`src/rtl/fetch_packet_splitter_if.sv`:
```
// fetch_packet_splitter_if
//   Bundles the splitter's handshake and data signals.
//   Fifo side: in_valid/in_data come in, and in_ready goes back out.
//   Decode side: out_valid, out_instr, out_pc and out_last go out, and out_ready comes back.
//   Also carries flush (branch redirect) and the stall_cycles perf counter.
//   Modports:
//     slave  : the splitter
//     master : the environment, which plays both the fifo and decode
interface fetch_packet_splitter_if #(
  parameter int INSTR_WIDTH = 32,
  parameter int N_LANES     = 2,
  parameter int PC_WIDTH    = 32
);
  localparam int PKT_WIDTH = PC_WIDTH + N_LANES + N_LANES*INSTR_WIDTH;

  logic                   flush;
  logic                   in_ready;
  logic                   in_valid;
  logic [PKT_WIDTH-1:0]   in_data;
  logic                   out_ready;
  logic                   out_valid;
  logic [INSTR_WIDTH-1:0] out_instr;
  logic [PC_WIDTH-1:0]    out_pc;
  logic                   out_last;
  logic [15:0]            stall_cycles;

  modport slave (
    input  flush, in_valid, in_data, out_ready,
    output in_ready, out_valid, out_instr, out_pc, out_last, stall_cycles
  );

  modport master (
    output flush, in_valid, in_data, out_ready,
    input  in_ready, out_valid, out_instr, out_pc, out_last, stall_cycles
  );
endinterface

```
`src/rtl/fetch_packet_splitter.sv`:
```
// fetch_packet_splitter
//   Takes one multi-lane fetch packet from the fetch fifo and holds it.
//   Issues the packet's valid lanes to decode one per cycle, lowest lane
//   first, each with PC = base + 4*lane.
//   A new packet may load in the same cycle that the old packet's last lane
//   issues, so a continuous stream runs with no bubble.
//   flush drops the held packet synchronously.
//   Ports:
//     clk, rst_aL : clock, asynchronous active-low reset
//     bus (slave) : flush, in_* (fifo side), out_* (decode side), stall_cycles
//   Optional macro FETCH_SPLIT_PERF_EN:
//     When defined, stall_cycles is a saturating count of cycles with
//     out_valid & ~out_ready.
//     When undefined, stall_cycles is tied to 0.
module fetch_packet_splitter #(
  parameter int INSTR_WIDTH = 32,
  parameter int N_LANES     = 2,
  parameter int PC_WIDTH    = 32
) (
  input  logic                          clk,
  input  logic                          rst_aL,
  fetch_packet_splitter_if.slave        bus
);
  localparam int PKT_WIDTH = PC_WIDTH + N_LANES + N_LANES*INSTR_WIDTH;
  localparam int SEL_W     = $clog2(N_LANES);

  typedef enum logic {EMPTY = 1'b0, HOLD = 1'b1} state_e;

  state_e                                state_q, state_d;
  logic [N_LANES-1:0][INSTR_WIDTH-1:0]   pkt_lanes_q, pkt_lanes_d;
  logic [N_LANES-1:0]                    pkt_rem_q, pkt_rem_d;
  logic [PC_WIDTH-1:0]                   pkt_pc_q, pkt_pc_d;

  // Unpack the incoming packet into lanes, lane mask and base PC.
  logic [N_LANES-1:0][INSTR_WIDTH-1:0]   in_lanes;
  logic [N_LANES-1:0]                    in_mask;
  logic [PC_WIDTH-1:0]                   in_pc;
  assign in_lanes = bus.in_data[N_LANES*INSTR_WIDTH-1:0];
  assign in_mask  = bus.in_data[N_LANES*INSTR_WIDTH +: N_LANES];
  assign in_pc    = bus.in_data[PKT_WIDTH-1 -: PC_WIDTH];

  logic             pkt_valid;
  logic [SEL_W-1:0] sel;
  logic             last;
  logic             in_fire, out_fire;

  assign pkt_valid = (state_q == HOLD);

  // Priority encoder: find the lowest remaining lane.
  always_comb begin
    sel = '0;
    for (int i = N_LANES-1; i >= 0; i--)
      if (pkt_rem_q[i]) sel = SEL_W'(i);
  end

  // last is true when exactly one remaining bit is set.
  // rem & (rem-1) also gives the mask with the sel bit cleared.
  assign last = (pkt_rem_q != '0) && ((pkt_rem_q & (pkt_rem_q - 1'b1)) == '0);

  assign bus.out_valid = pkt_valid & ~bus.flush;
  assign bus.out_instr = pkt_lanes_q[sel];
  assign bus.out_pc    = pkt_pc_q + (PC_WIDTH'(sel) << 2);
  assign bus.out_last  = last;
  assign bus.in_ready  = ~bus.flush & (~pkt_valid | (bus.out_ready & last));

  assign in_fire  = bus.in_valid & bus.in_ready;
  assign out_fire = bus.out_valid & bus.out_ready;

  always_comb begin
    state_d     = state_q;
    pkt_lanes_d = pkt_lanes_q;
    pkt_rem_d   = pkt_rem_q;
    pkt_pc_d    = pkt_pc_q;
    if (bus.flush) begin
      state_d   = EMPTY;
      pkt_rem_d = '0;
    end else if (in_fire) begin
      // in_ready already requires the old packet to be gone or issuing
      // its last lane, so replacing the packet here loses nothing.
      if (in_mask == '0) begin
        state_d   = EMPTY;
        pkt_rem_d = '0;
      end else begin
        state_d     = HOLD;
        pkt_lanes_d = in_lanes;
        pkt_rem_d   = in_mask;
        pkt_pc_d    = in_pc;
      end
    end else if (out_fire) begin
      if (last) begin
        state_d   = EMPTY;
        pkt_rem_d = '0;
      end else begin
        pkt_rem_d = pkt_rem_q & (pkt_rem_q - 1'b1);
      end
    end
  end

  always_ff @(posedge clk or negedge rst_aL) begin
    if (!rst_aL) begin
      state_q     <= EMPTY;
      pkt_lanes_q <= '0;
      pkt_rem_q   <= '0;
      pkt_pc_q    <= '0;
    end else begin
      state_q     <= state_d;
      pkt_lanes_q <= pkt_lanes_d;
      pkt_rem_q   <= pkt_rem_d;
      pkt_pc_q    <= pkt_pc_d;
    end
  end

`ifdef FETCH_SPLIT_PERF_EN
  logic [15:0] stall_q, stall_d;

  always_comb begin
    stall_d = stall_q;
    if (bus.out_valid && !bus.out_ready && stall_q != 16'hFFFF)
      stall_d = stall_q + 16'd1;
  end

  always_ff @(posedge clk or negedge rst_aL) begin
    if (!rst_aL) stall_q <= '0;
    else         stall_q <= stall_d;
  end

  assign bus.stall_cycles = stall_q;
`else
  assign bus.stall_cycles = '0;
`endif

endmodule
```
`src/flat_wrapper.sv`:
```
// flat-port wrapper written by rule: the top's interface ports become plain ports
module fetch_packet_splitter_flat 
#(
  parameter int INSTR_WIDTH = 32,
  parameter int N_LANES     = 2,
  parameter int PC_WIDTH    = 32
)
  (clk, rst_aL, bus_flush, bus_in_valid, bus_in_data, bus_out_ready, bus_in_ready, bus_out_valid, bus_out_instr, bus_out_pc, bus_out_last, bus_stall_cycles);
  fetch_packet_splitter_if #(.INSTR_WIDTH(INSTR_WIDTH), .N_LANES(N_LANES), .PC_WIDTH(PC_WIDTH)) bus_i ();
  input  logic clk;
  input  logic rst_aL;
  input wire logic [$bits(bus_i.flush)-1:0] bus_flush;
  input wire logic [$bits(bus_i.in_valid)-1:0] bus_in_valid;
  input wire logic [$bits(bus_i.in_data)-1:0] bus_in_data;
  input wire logic [$bits(bus_i.out_ready)-1:0] bus_out_ready;
  output wire logic [$bits(bus_i.in_ready)-1:0] bus_in_ready;
  output wire logic [$bits(bus_i.out_valid)-1:0] bus_out_valid;
  output wire logic [$bits(bus_i.out_instr)-1:0] bus_out_instr;
  output wire logic [$bits(bus_i.out_pc)-1:0] bus_out_pc;
  output wire logic [$bits(bus_i.out_last)-1:0] bus_out_last;
  output wire logic [$bits(bus_i.stall_cycles)-1:0] bus_stall_cycles;
  assign bus_i.flush = bus_flush;
  assign bus_i.in_valid = bus_in_valid;
  assign bus_i.in_data = bus_in_data;
  assign bus_i.out_ready = bus_out_ready;
  assign bus_in_ready = bus_i.in_ready;
  assign bus_out_valid = bus_i.out_valid;
  assign bus_out_instr = bus_i.out_instr;
  assign bus_out_pc = bus_i.out_pc;
  assign bus_out_last = bus_i.out_last;
  assign bus_stall_cycles = bus_i.stall_cycles;
  fetch_packet_splitter #(.INSTR_WIDTH(INSTR_WIDTH), .N_LANES(N_LANES), .PC_WIDTH(PC_WIDTH)) u_core (.clk(clk), .rst_aL(rst_aL), .bus(bus_i));
endmodule
```
`config.mk`:
```
export PLATFORM = sky130hd
export DESIGN_NAME = fetch_packet_splitter_flat
export DESIGN_NICKNAME = d
export VERILOG_FILES = /design/src/rtl/fetch_packet_splitter_if.sv /design/src/rtl/fetch_packet_splitter.sv /design/src/flat_wrapper.sv
export SDC_FILE = /design/constraint.sdc
export NUM_CORES = 1
export LEC_CHECK = 0
export CAP_MARGIN = 20
export CORE_MARGIN = 1
export CORE_UTILIZATION = 48
export CTS_CLUSTER_DIAMETER = 30
export DETAILED_ROUTE_END_ITERATION = 10
export PLACE_DENSITY_LB_ADDON = 0.15
export SLEW_MARGIN = 20
export SYNTH_ARGS = -nofsm -noshare
export SYNTH_HDL_FRONTEND = slang
export SYNTH_SLANG_ARGS = --single-unit
```
`constraint.sdc`:
```
create_clock -name clk -period 5.1 [get_ports clk]
set_input_delay 1.02 -clock clk [delete_from_list [all_inputs] [get_ports clk]]
set_output_delay 1.02 -clock clk [all_outputs]
set_load 0.01 [all_outputs]
```
# Yosys cells after proc, flatten, opt, wreduce, memory -nomap -nowiden
# Index checks and enable logic that the tools add are counted.
# totals
ff_bits	99
latchBits	0
ramBits	0
mem_bits_ro	0
in_bits	103
output_inout_bits	83
word_cells	40
memories	0
# op_classes
add_sub_neg	2
multipliers	0
div_mod_pow	0
order_cmp	1
eq_ne	0
shifts	0
mux	14
bitwise	10
reduce_logical	8
# ops
op	count
two-way mux 32 bit	2
adder 32 x 3 -> 32 bit	1
two-way mux 2 bit	5
two-way mux 1 bit	7
nonzero test 3 bit	2
bitwise AND 1 bit	5
logical NOT 2 bit	2
NOT 1 bit	3
AND reduction 3 bit	1
bitwise AND 2 bit	1
< comparator 1 x 2 -> 1 bit, second input constant	1
AND reduction 2 bit	1
nonzero test 2 bit	1
subtractor 2 x 1 -> 2 bit, second input constant	1
logical AND 1 bit	1
bitwise OR 1 bit	1

# Longest topological paths before layout
# Gate-level depths: netlist of the first run.
# logic_depth
word_depth	10
mapped_depth	9
mapped_depth_nobuf	8

# Worst setup path after synthesis of the first run
# OpenSTA, ideal clock, no wires.
# synth_path
kind	register -> output
start	register u_core.pkt_rem_q[0]
end	output bus_out_pc[12]
t_arrival_ps	1825
required_time_ps	4080
slack_ps	2255
stages_incl_launch_ff	9
n_path_buf	0
cell_sequence	dfrtp_1 > inv_1 > ha_1 > ha_1 > ha_1 > nand3_1 > nor2_1 > and3_1 > xor2_1
# synth_via
elab_chain_len	2
# synth_lines
item	line_no	text
from (decl)	fetch_packet_splitter.sv:31	logic [N_LANES-1:0] pkt_rem_q, pkt_rem_d;
from (signal assigned)	fetch_packet_splitter.sv:108	pkt_rem_q <= pkt_rem_d;
two-way mux 1 bit	fetch_packet_splitter.sv:53	if (pkt_rem_q[i]) sel = SEL_W'(i);
adder 32 x 3 -> 32 bit	fetch_packet_splitter.sv:62	assign bus.out_pc = pkt_pc_q + (PC_WIDTH'(sel) << 2);
to (decl)	flat_wrapper.sv:19	output wire logic [$bits(bus_i.out_pc)-1:0] bus_out_pc;
# Every way passes these cells.

# Final worst setup path of the first run
# Ends and elaborated chain as after synthesis.

==> reports/metrics.json, run 1 <==
{
  "status": "finished, final reports clean",
  "die_width_um": 103.2,
  "worst_r2r_path_depth": 7,
  "grt_max_degree": 55,
  "setup.worst_path.end_class": "output port",
  "synth.yosys.seq_area_share_pct": 50.38,
  "areaGrowthSynthToFinish_pct": 38.37,
  "max-vdd-ir-drop_mv": 0.3001,
  "drv.max_cap_violation_count": 0,
  "synth-edff-count": 0,
  "drtPass1Iterations": 4,
  "final_min_period_over_clock_period_pct": 78.39,
  "placeableCoreArea_sq_um": 9864,
  "routed_wl_mm": 10.37,
  "setup.worst_path.class": "reg2out",
  "cts-hold-fix-buffers": 0,
  "mappedNetlistArea_sq_um": 4917,
  "post_synth_main_area_contributors": "sky130_fd_sc_hd__dfrtp_1 50%, sky130_fd_sc_hd__mux2_2 23%, sky130_fd_sc_hd__mux2_1 6.6%",
  "netlist_instances": 360,
  "die_area_sq_um": 10650,
  "yosys_register_bits": 99,
  "hold-path-endpoint": "u_core.pkt_lanes_q[59]$_DFFE_PN0P_",
  "drtAntennaViolNets": 0,
  "cp_peak_stage_delay_ps": 540,
  "number_of_cells_after_detailed_placement": 647,
  "post_cts.repair.setup_buffers": 0,
  "worst_slew_pin_slew_ps": 727.2,
  "smallest_hold_slack_ps": 495.5,
  "cellPowerDensity_nw_per_um2": 366.7,
  "globalRouteTotalUtil_pct": 20.90,
  "final.setup.tns_ps": 0,
  "critPathSlowestCell": "sky130_fd_sc_hd__clkdlybuf4s50_1",
  "regToRegStartpoint": "u_core.pkt_rem_q[0]$_DFFE_PN0P_",
  "tritoncts.num_buffers": 9,
  "worst_r2r_endpoint": "u_core.pkt_lanes_q[26]$_DFFE_PN0P_",
  "globalRoute.totalOverflow": 0,
  "post_cts.resized_instances": 0,
  "number_of_global_route_vias_before_repair": 3419,
  "htree_num_levels": 3,
  "max-clock-path-buffers": 2,
  "netlist.top_cell.by_area": "sky130_fd_sc_hd__dfrtp_1",
  "tritoncts": "built",
  "drv_slew": 0,
  "regToRegSetupSlack_ps": 2440,
  "layout.core_utilization_pct": 68.98,
  "final_cells": 663,
  "post-synth-top-area-fraction_pct": 50.38,
  "cts.sink_count": 99,
  "drt-vias-per-instance": 5.021,
  "post_drt_wl_per_cell_um": 15.64,
  "period_needed_ps": 3998,
  "antenna_violations_before_repair": 0,
  "cts.clk_slew.worst_paths_ps": 80,
  "critPathArrivalTime_ps": 2980,
  "cp_cell_sequence": "inv_1 -> ha_1 -> ha_1 -> ha_1 -> nand3_1 -> nor2_1 -> and3_1 -> xor2_1 -> clkdlybuf4s50_1",
  "min_from": "u_core.pkt_lanes_q[59]$_DFFE_PN0P_",
  "top_level_ports": 186,
  "remaining_drc_errors": 0,
  "unrepaired_setup_endpoints_after_global_routing": "false",
  "via_count": 3329,
  "critical_path.startpoint_type": "flop",
  "layout.nets": 632,
  "maximum_net_fanout_on_the_critical_path": 6,
  "dpl.hpwl_mm": 7.748,
  "layout-drive-gt1-share_pct": 24.53,
  "drt-initial-drc-count": 52,
  "timing.max_slew.rel_slack_pct": 51.52,
  "synth-main-ff-cell": "sky130_fd_sc_hd__dfrtp_1",
  "leak_nw": 2.770,
  "syn-mean-instance-area_sq_um": 13.66,
  "post_synth_most_frequent_cells": "101 x sky130_fd_sc_hd__mux2_2, 99 x sky130_fd_sc_hd__dfrtp_1, 29 x sky130_fd_sc_hd__mux2_1",
  "critical-path-top-cell-by-count": "sky130_fd_sc_hd__ha_1",
  "antenna_cells_inserted": 0,
  "worst_hold_path_type": "reg2reg",
  "count_of_port_buffers_added_during_placement": 169,
  "netlist-cell-type-count": 33,
  "clk_root_buffer_cell": "sky130_fd_sc_hd__clkbuf_8",
  "finalClockSkew_ps": 14.67,
  "placement_rows": 36,
  "yosysMostFrequentCell": "sky130_fd_sc_hd__mux2_2",
  "gp_routability_congestion": 0.8484,
  "cp_data_required_time_ps": 4080,
  "grt_pass1_wl_mm": 16.77,
  "insertion_delay_ps": 370,
  "count_of_endpoints_failing_hold_in_the_final_timing_report": 0,
  "ys_async_sr_fraction_pct": 100.0,
  "min_delay_path_depth": 1,
  "fp.dieH_um": 103.2,
  "finalSetupViolations": 0,
  "synth_warn": 0,
  "initial_core_util_pct": 49.85,
  "max_freq_mhz": 250.1
}
[cell type report]
class / count / area [sq um]
fillers: 723 / 3060
flip-flops and latches: 99 / 2477
multi-input cells: 238 / 2217
repair buffers: 173 / 1719
well taps: 133 / 166.4
clock buffers: 10 / 137.6
clock inverters: 6 / 71.32
inverters: 4 / 15.01
[per-stage QoR]
| step | worst slack, ps | power, mW | instance area (sq um) |
|---|---|---|---|
| floorplan | 2255 | 1.557 | 4974 |
| global placement | 1580 | 1.964 | 6595 |
| detailed placement | 1511 | 1.995 | 6595 |
| CTS | 1102 | 2.531 | 6804 |
| global route | 874.1 | 2.650 | 6804 |
| finish | 1102 | 2.495 | 6804 |
[state kept, by name, indices dropped and copies added, names as in the netlist]
signal              cells
u_core.pkt_lanes_q     64
u_core.pkt_pc_q        32
u_core.pkt_rem_q        2
u_core.pkt_valid        1
[where the power goes]
| part | switching [mW] | internal [mW] |
|---|---|---|
| combinational | 0.299 | 0.551 |
| sequential | 0.146 | 0.976 |
| clock | 0.277 | 0.245 |
| total | 0.723 | 1.77 |
[per-layer routing]
metal | vias to the layer above | track usage, % | share of wire, %
li1 | 1578 | - | -
met1 | 1622 | 25.43 | 42
met2 | 121 | 34.56 | 49
met3 | 8 | 8.737 | 8.7
met4 | 0 | 5.200 | 0.88
met5 | - | 0 | 0
[layout by cell type, fill, tap and decap left out, types with 2 or more instances in the layout]
cell,count
sky130_fd_sc_hd__mux2_1,29
sky130_fd_sc_hd__inv_1,4
sky130_fd_sc_hd__nor2_1,7
sky130_fd_sc_hd__nand2_1,10
sky130_fd_sc_hd__nor4_1,2
sky130_fd_sc_hd__clkbuf_8,10
sky130_fd_sc_hd__clkdlybuf4s50_1,168
sky130_fd_sc_hd__conb_1,16
sky130_fd_sc_hd__nand4_1,13
sky130_fd_sc_hd__nand3_1,9
sky130_fd_sc_hd__ha_1,4
sky130_fd_sc_hd__mux2_2,101
sky130_fd_sc_hd__xnor2_1,18
sky130_fd_sc_hd__nor3_1,2
sky130_fd_sc_hd__xor2_1,10
sky130_fd_sc_hd__and3_1,4
sky130_fd_sc_hd__buf_4,5
sky130_fd_sc_hd__dfrtp_1,99
[worst max-delay path by stage]
stage                                                from        endpoint  slack [ps]  depth (start not counted)
after global routing      u_core.pkt_rem_q[0]$_DFFE_PN0P_  bus_out_pc[12]         870                          9
after detailed placement  u_core.pkt_rem_q[0]$_DFFE_PN0P_  bus_out_pc[24]        1510                          9
after global placement    u_core.pkt_rem_q[0]$_DFFE_PN0P_  bus_out_pc[12]        1580                          9
after CTS                 u_core.pkt_rem_q[0]$_DFFE_PN0P_  bus_out_pc[24]        1100                          9
final                     u_core.pkt_rem_q[0]$_DFFE_PN0P_  bus_out_pc[12]        1100                          9
after floorplan           u_core.pkt_rem_q[0]$_DFFE_PN0P_  bus_out_pc[12]        2250                          8
[critical path, delay by kind of cell, from the launching register on]
kind          cells  cell delay [ps]
xor+xnor          1              140
fa+ha+maj         3              550
buf+inv           2              620
flops             1              390
simple gates      3              930
[kinds of logic after synthesis]
kind of cell	share of synthesized area, %
AOI/OAI and AO/OA	0.7889
xor gates and xnor gates	4.987
DFF	50.38
adders and majority gates	1.018
muxes	29.77
buffers and inverters	5.827
other	0.07626
and+or+nand+nor	7.150
(Power assumes the default switching activity.)
==> run 2: changes to the inputs <==
Settings changed: CORE_UTILIZATION 48 to 45.
Clock period 5.1 ns to 3.7 ns, I/O delays scaled along.
==> run 2 against run 1 <==
  * Clock skew fell by 9.8 ps
  * Routed wire length rose by 2.6%
  * Sequential power rose by 38%
  * Via count rose by 0.66%
  * First-iteration DRC count rose by 85%
  * Critical path depth did not move
  * Sequential cell count did not move
  * Final cell count rose by 0.75%
  * Design area rose by 1.1%
  * Non-clock buffer count rose by 2
  * Combinational power rose by 39%
  * Critical path type unchanged
  * Largest cell class unchanged
  * Largest power group unchanged
==> reports/metrics.json, run 2 (synthesized netlist as in run 1, its figures left out) <==
{
  "status": "finished, final reports clean",
  "cp_peak_stage_delay": {"value": 560, "unit": "ps", "change": "+20 ps"},
  "via_count": {"value": 3351, "change": "+0.66%"},
  "critPathSlowestCell": "sky130_fd_sc_hd__clkdlybuf4s50_1",
  "worst_slew_pin_slew": {"value": 652.7, "unit": "ps", "change": "-74.47 ps"},
  "worst_path_buffer_plus_inverter_count": {"value": 2, "change": "unchanged"},
  "drt-initial-drc-count": {"value": 96, "change": "+85%"},
  "layout-drive-gt1-share": {"value": 25.56, "unit": "%", "change": "+1.0 points"},
  "top_level_ports": {"value": 186, "change": "unchanged"},
  "cts.clk_slew.worst_paths": {"value": 90, "unit": "ps", "change": "about the same"},
  "worst_r2r_path_depth": {"value": 7, "change": "unchanged"},
  "cp_cell_sequence": "inv_1 -> ha_2 -> ha_1 -> ha_1 -> nand3_4 -> nor2_4 -> nand4_1 -> xnor2_1 -> clkdlybuf4s50_1",
  "drv_slew": {"value": 0, "change": "unchanged"},
  "insertion_delay": {"value": 380, "unit": "ps", "change": "about the same"},
  "areaGrowthSynthToFinish_pct": 39.90,
  "count_of_endpoints_failing_hold_in_the_final_timing_report": {"value": 0, "change": "unchanged"},
  "num-fill-cells": {"value": 824, "change": "+14%"},
  "antenna_cells_inserted": {"value": 0, "change": "unchanged"},
  "worst_hold_path_type": "in2async",
  "count_of_port_buffers_added_during_placement": {"value": 169, "change": "unchanged"},
  "clk_root_buffer_cell": "sky130_fd_sc_hd__clkbuf_8",
  "critical-path-top-cell-by-count": "sky130_fd_sc_hd__ha_1",
  "die_area": {"value": 11350, "unit": "sq um", "change": "+6.5%"},
  "timing.max_slew.rel_slack": {"value": 56.48, "unit": "%", "change": "+5.0 points"},
  "timing.critical_path.max_delay_family": "buffers and inverters",
  "drv.max_cap_violation_count": {"value": 0, "change": "unchanged"},
  "drtPass1Iterations": {"value": 4, "change": "unchanged"},
  "largest-register": "u_core.pkt_lanes_q",
  "leak": {"value": 2.795, "unit": "nW", "change": "+0.92%"},
  "max-clock-path-buffers": {"value": 2, "change": "unchanged"},
  "setup.worst_path.class": "reg2out",
  "cellPowerDensity": {"value": 494.1, "unit": "nW/um^2", "change": "+35%"},
  "globalRouteTotalUtil": {"value": 20.27, "unit": "%", "change": "-0.62 points"},
  "cts-hold-fix-buffers": {"value": 0, "change": "unchanged"},
  "place_worst_setup_slack": {"value": 374.2, "unit": "ps", "change": "-1136 ps"},
  "post_drt_wl_per_cell": {"value": 15.92, "unit": "um", "change": "+1.8%"},
  "routed_wl": {"value": 10.64, "unit": "mm", "change": "+2.6%"},
  "antenna_violations_before_repair": {"value": 0, "change": "unchanged"},
  "max_freq_mhz": 288.0,
  "critPathArrivalTime": {"value": 2730, "unit": "ps", "change": "-250 ps"},
  "tritoncts": "built",
  "reg_top3": "u_core.pkt_lanes_q (64), u_core.pkt_pc_q (32), u_core.pkt_rem_q (2)",
  "final.setup.worst_slack": {"value": 227.5, "unit": "ps", "change": "-874.8 ps"},
  "fp.dieH": {"value": 106.5, "unit": "um", "change": "+3.2%"},
  "regToRegStartpoint": "u_core.pkt_rem_q[0]$_DFFE_PN0P_",
  "tritoncts.num_buffers": {"value": 9, "change": "unchanged"},
  "drt-vias-per-instance": {"value": 5.016, "change": "about the same"},
  "cts.sink_count": {"value": 99, "change": "unchanged"},
  "globalRoute.totalOverflow": {"value": 0, "change": "unchanged"},
  "finalSetupViolations": {"value": 0, "change": "unchanged"},
  "drtAntennaViolNets": {"value": 0, "change": "unchanged"},
  "grt_max_degree": {"value": 52, "change": "-5.5%"},
  "largest_reg_flops": {"value": 64, "change": "unchanged"},
  "multi_input_area": {"value": 2260, "unit": "sq um", "change": "+1.9%"},
  "worst_r2r_endpoint": "u_core.pkt_lanes_q[32]$_DFFE_PN0P_",
  "die_width": {"value": 106.5, "unit": "um", "change": "+3.2%"},
  "regToRegSetupSlack": {"value": 1340, "unit": "ps", "change": "-1100 ps"},
  "placement_rows": {"value": 37, "change": "+2.8%"},
  "finalClockSkew": {"value": 4.873, "unit": "ps", "change": "-9.801 ps"},
  "register_area": {"value": 2477, "unit": "sq um", "change": "unchanged"},
  "mostFrequentLayoutCell": "sky130_fd_sc_hd__clkdlybuf4s50_1",
  "number_of_global_route_vias_before_repair": {"value": 3602, "change": "+5.4%"},
  "mostFrequentLayoutCells": "168 x sky130_fd_sc_hd__clkdlybuf4s50_1, 101 x sky130_fd_sc_hd__mux2_2, 99 x sky130_fd_sc_hd__dfrtp_1",
  "initial_core_util": {"value": 47.00, "unit": "%", "change": "-2.8 points"},
  "dpl.hpwl": {"value": 7.868, "unit": "mm", "change": "+1.5%"},
  "layout.core_utilization": {"value": 65.75, "unit": "%", "change": "-3.2 points"},
  "final_min_period_over_clock_period_pct": 93.85,
  "layout.nets": {"value": 634, "change": "+0.32%"},
  "critical_path.startpoint_type": "flop",
  "period_needed_ps": 3473,
  "remaining_drc_errors": {"value": 0, "change": "unchanged"},
  "placeableCoreArea": {"value": 10460, "unit": "sq um", "change": "+6.1%"},
  "gp_routability_congestion": {"value": 0.7797, "change": "-8.1%"},
  "htree_num_levels": {"value": 3, "change": "unchanged"},
  "setup.worst_path.end_class": "output port",
  "grt_pass1_wl": {"value": 17.73, "unit": "mm", "change": "+5.8%"},
  "max-vdd-ir-drop": {"value": 0.3547, "unit": "mV", "change": "+18%"},
  "maximum_net_fanout_on_the_critical_path": {"value": 6, "change": "unchanged"},
  "cp_data_required_time": {"value": 2960, "unit": "ps", "change": "-1120 ps"}
}
run 2: cell count changes in the layout (fill, tap and decap cells not counted), moves of 2 or more:
cell	previous run	this run
sky130_fd_sc_hd__nor2_4	0	2
sky130_fd_sc_hd__inv_6	1	4
sky130_fd_sc_hd__buf_12	0	3
sky130_fd_sc_hd__nor2_1	7	5
run 2: cell type report:
class,count,share of cell area [%]
sequential,99,36.01
multi-input combinational,238,32.85
timing repair buffer,175,25.75
tap,136,2.474
clock buffer,11,2.055
clock inverter,5,0.6366
inverter,4,0.2183
run 2: worst register-to-register path: stages (launching register included):
cell and delay [ps]:
sky130_fd_sc_hd__dfrtp_1 390, sky130_fd_sc_hd__inv_1 80, sky130_fd_sc_hd__ha_2 280, sky130_fd_sc_hd__nand2b_4 150
sky130_fd_sc_hd__a21oi_4 180, sky130_fd_sc_hd__o211a_4 500, sky130_fd_sc_hd__buf_12 290, sky130_fd_sc_hd__mux2_2 380
run 2: how the worst max path moves through the flow:
stage / startpoint / end / slack, ps / cells past startpoint
floorplan: u_core.pkt_rem_q[0]$_DFFE_PN0P_ / bus_out_pc[12] / 1130 / 8
global placement: u_core.pkt_rem_q[0]$_DFFE_PN0P_ / bus_out_pc[12] / 440 / 9
detailed placement: u_core.pkt_rem_q[0]$_DFFE_PN0P_ / bus_out_pc[24] / 370 / 9
CTS: u_core.pkt_rem_q[0]$_DFFE_PN0P_ / bus_out_pc[31] / 40 / 8
global route: u_core.pkt_rem_q[0]$_DFFE_PN0P_ / bus_out_pc[24] / -1 / 9
finish: u_core.pkt_rem_q[0]$_DFFE_PN0P_ / bus_out_pc[24] / 230 / 9
run 2: timing repair:
action,in CTS,in global routing
gates resized for setup,1,7
setup buffers,0,2
setup endpoints to repair,5,15
pin swaps,0,2
run 2: metal layers:
layer / GRT usage, % / share of wire [%] / wire [um]
met5: 0 / 0 / 0
met4: 6.556 / 1.6 / 172
met3: 6.928 / 7.4 / 790
met2: 33.81 / 50 / 5301
met1: 24.59 / 41 / 4372
run 2: through the flow:
| stage | TNS [ps] | power [mW] | instance area, sq um | instances | hold WS (ps) |
|---|---|---|---|---|---|
| finish | 0 | 3.399 | 6879 | 668 | 375.1 |
| global route | -1.081 | 3.600 | 6879 | 668 | 407.1 |
| CTS | 0 | 3.442 | 6827 | 666 | 386.9 |
| detailed placement | 0 | 2.759 | 6639 | 650 | 474.1 |
| global placement | 0 | 2.714 | 6639 | 650 | 463.8 |
| floorplan | 0 | 2.146 | 4974 | 375 | 444.4 |
run 2: where the power goes:
group,switching (mW),internal (mW)
sequential,0.203,1.35
clock,0.393,0.274
combinational,0.418,0.765
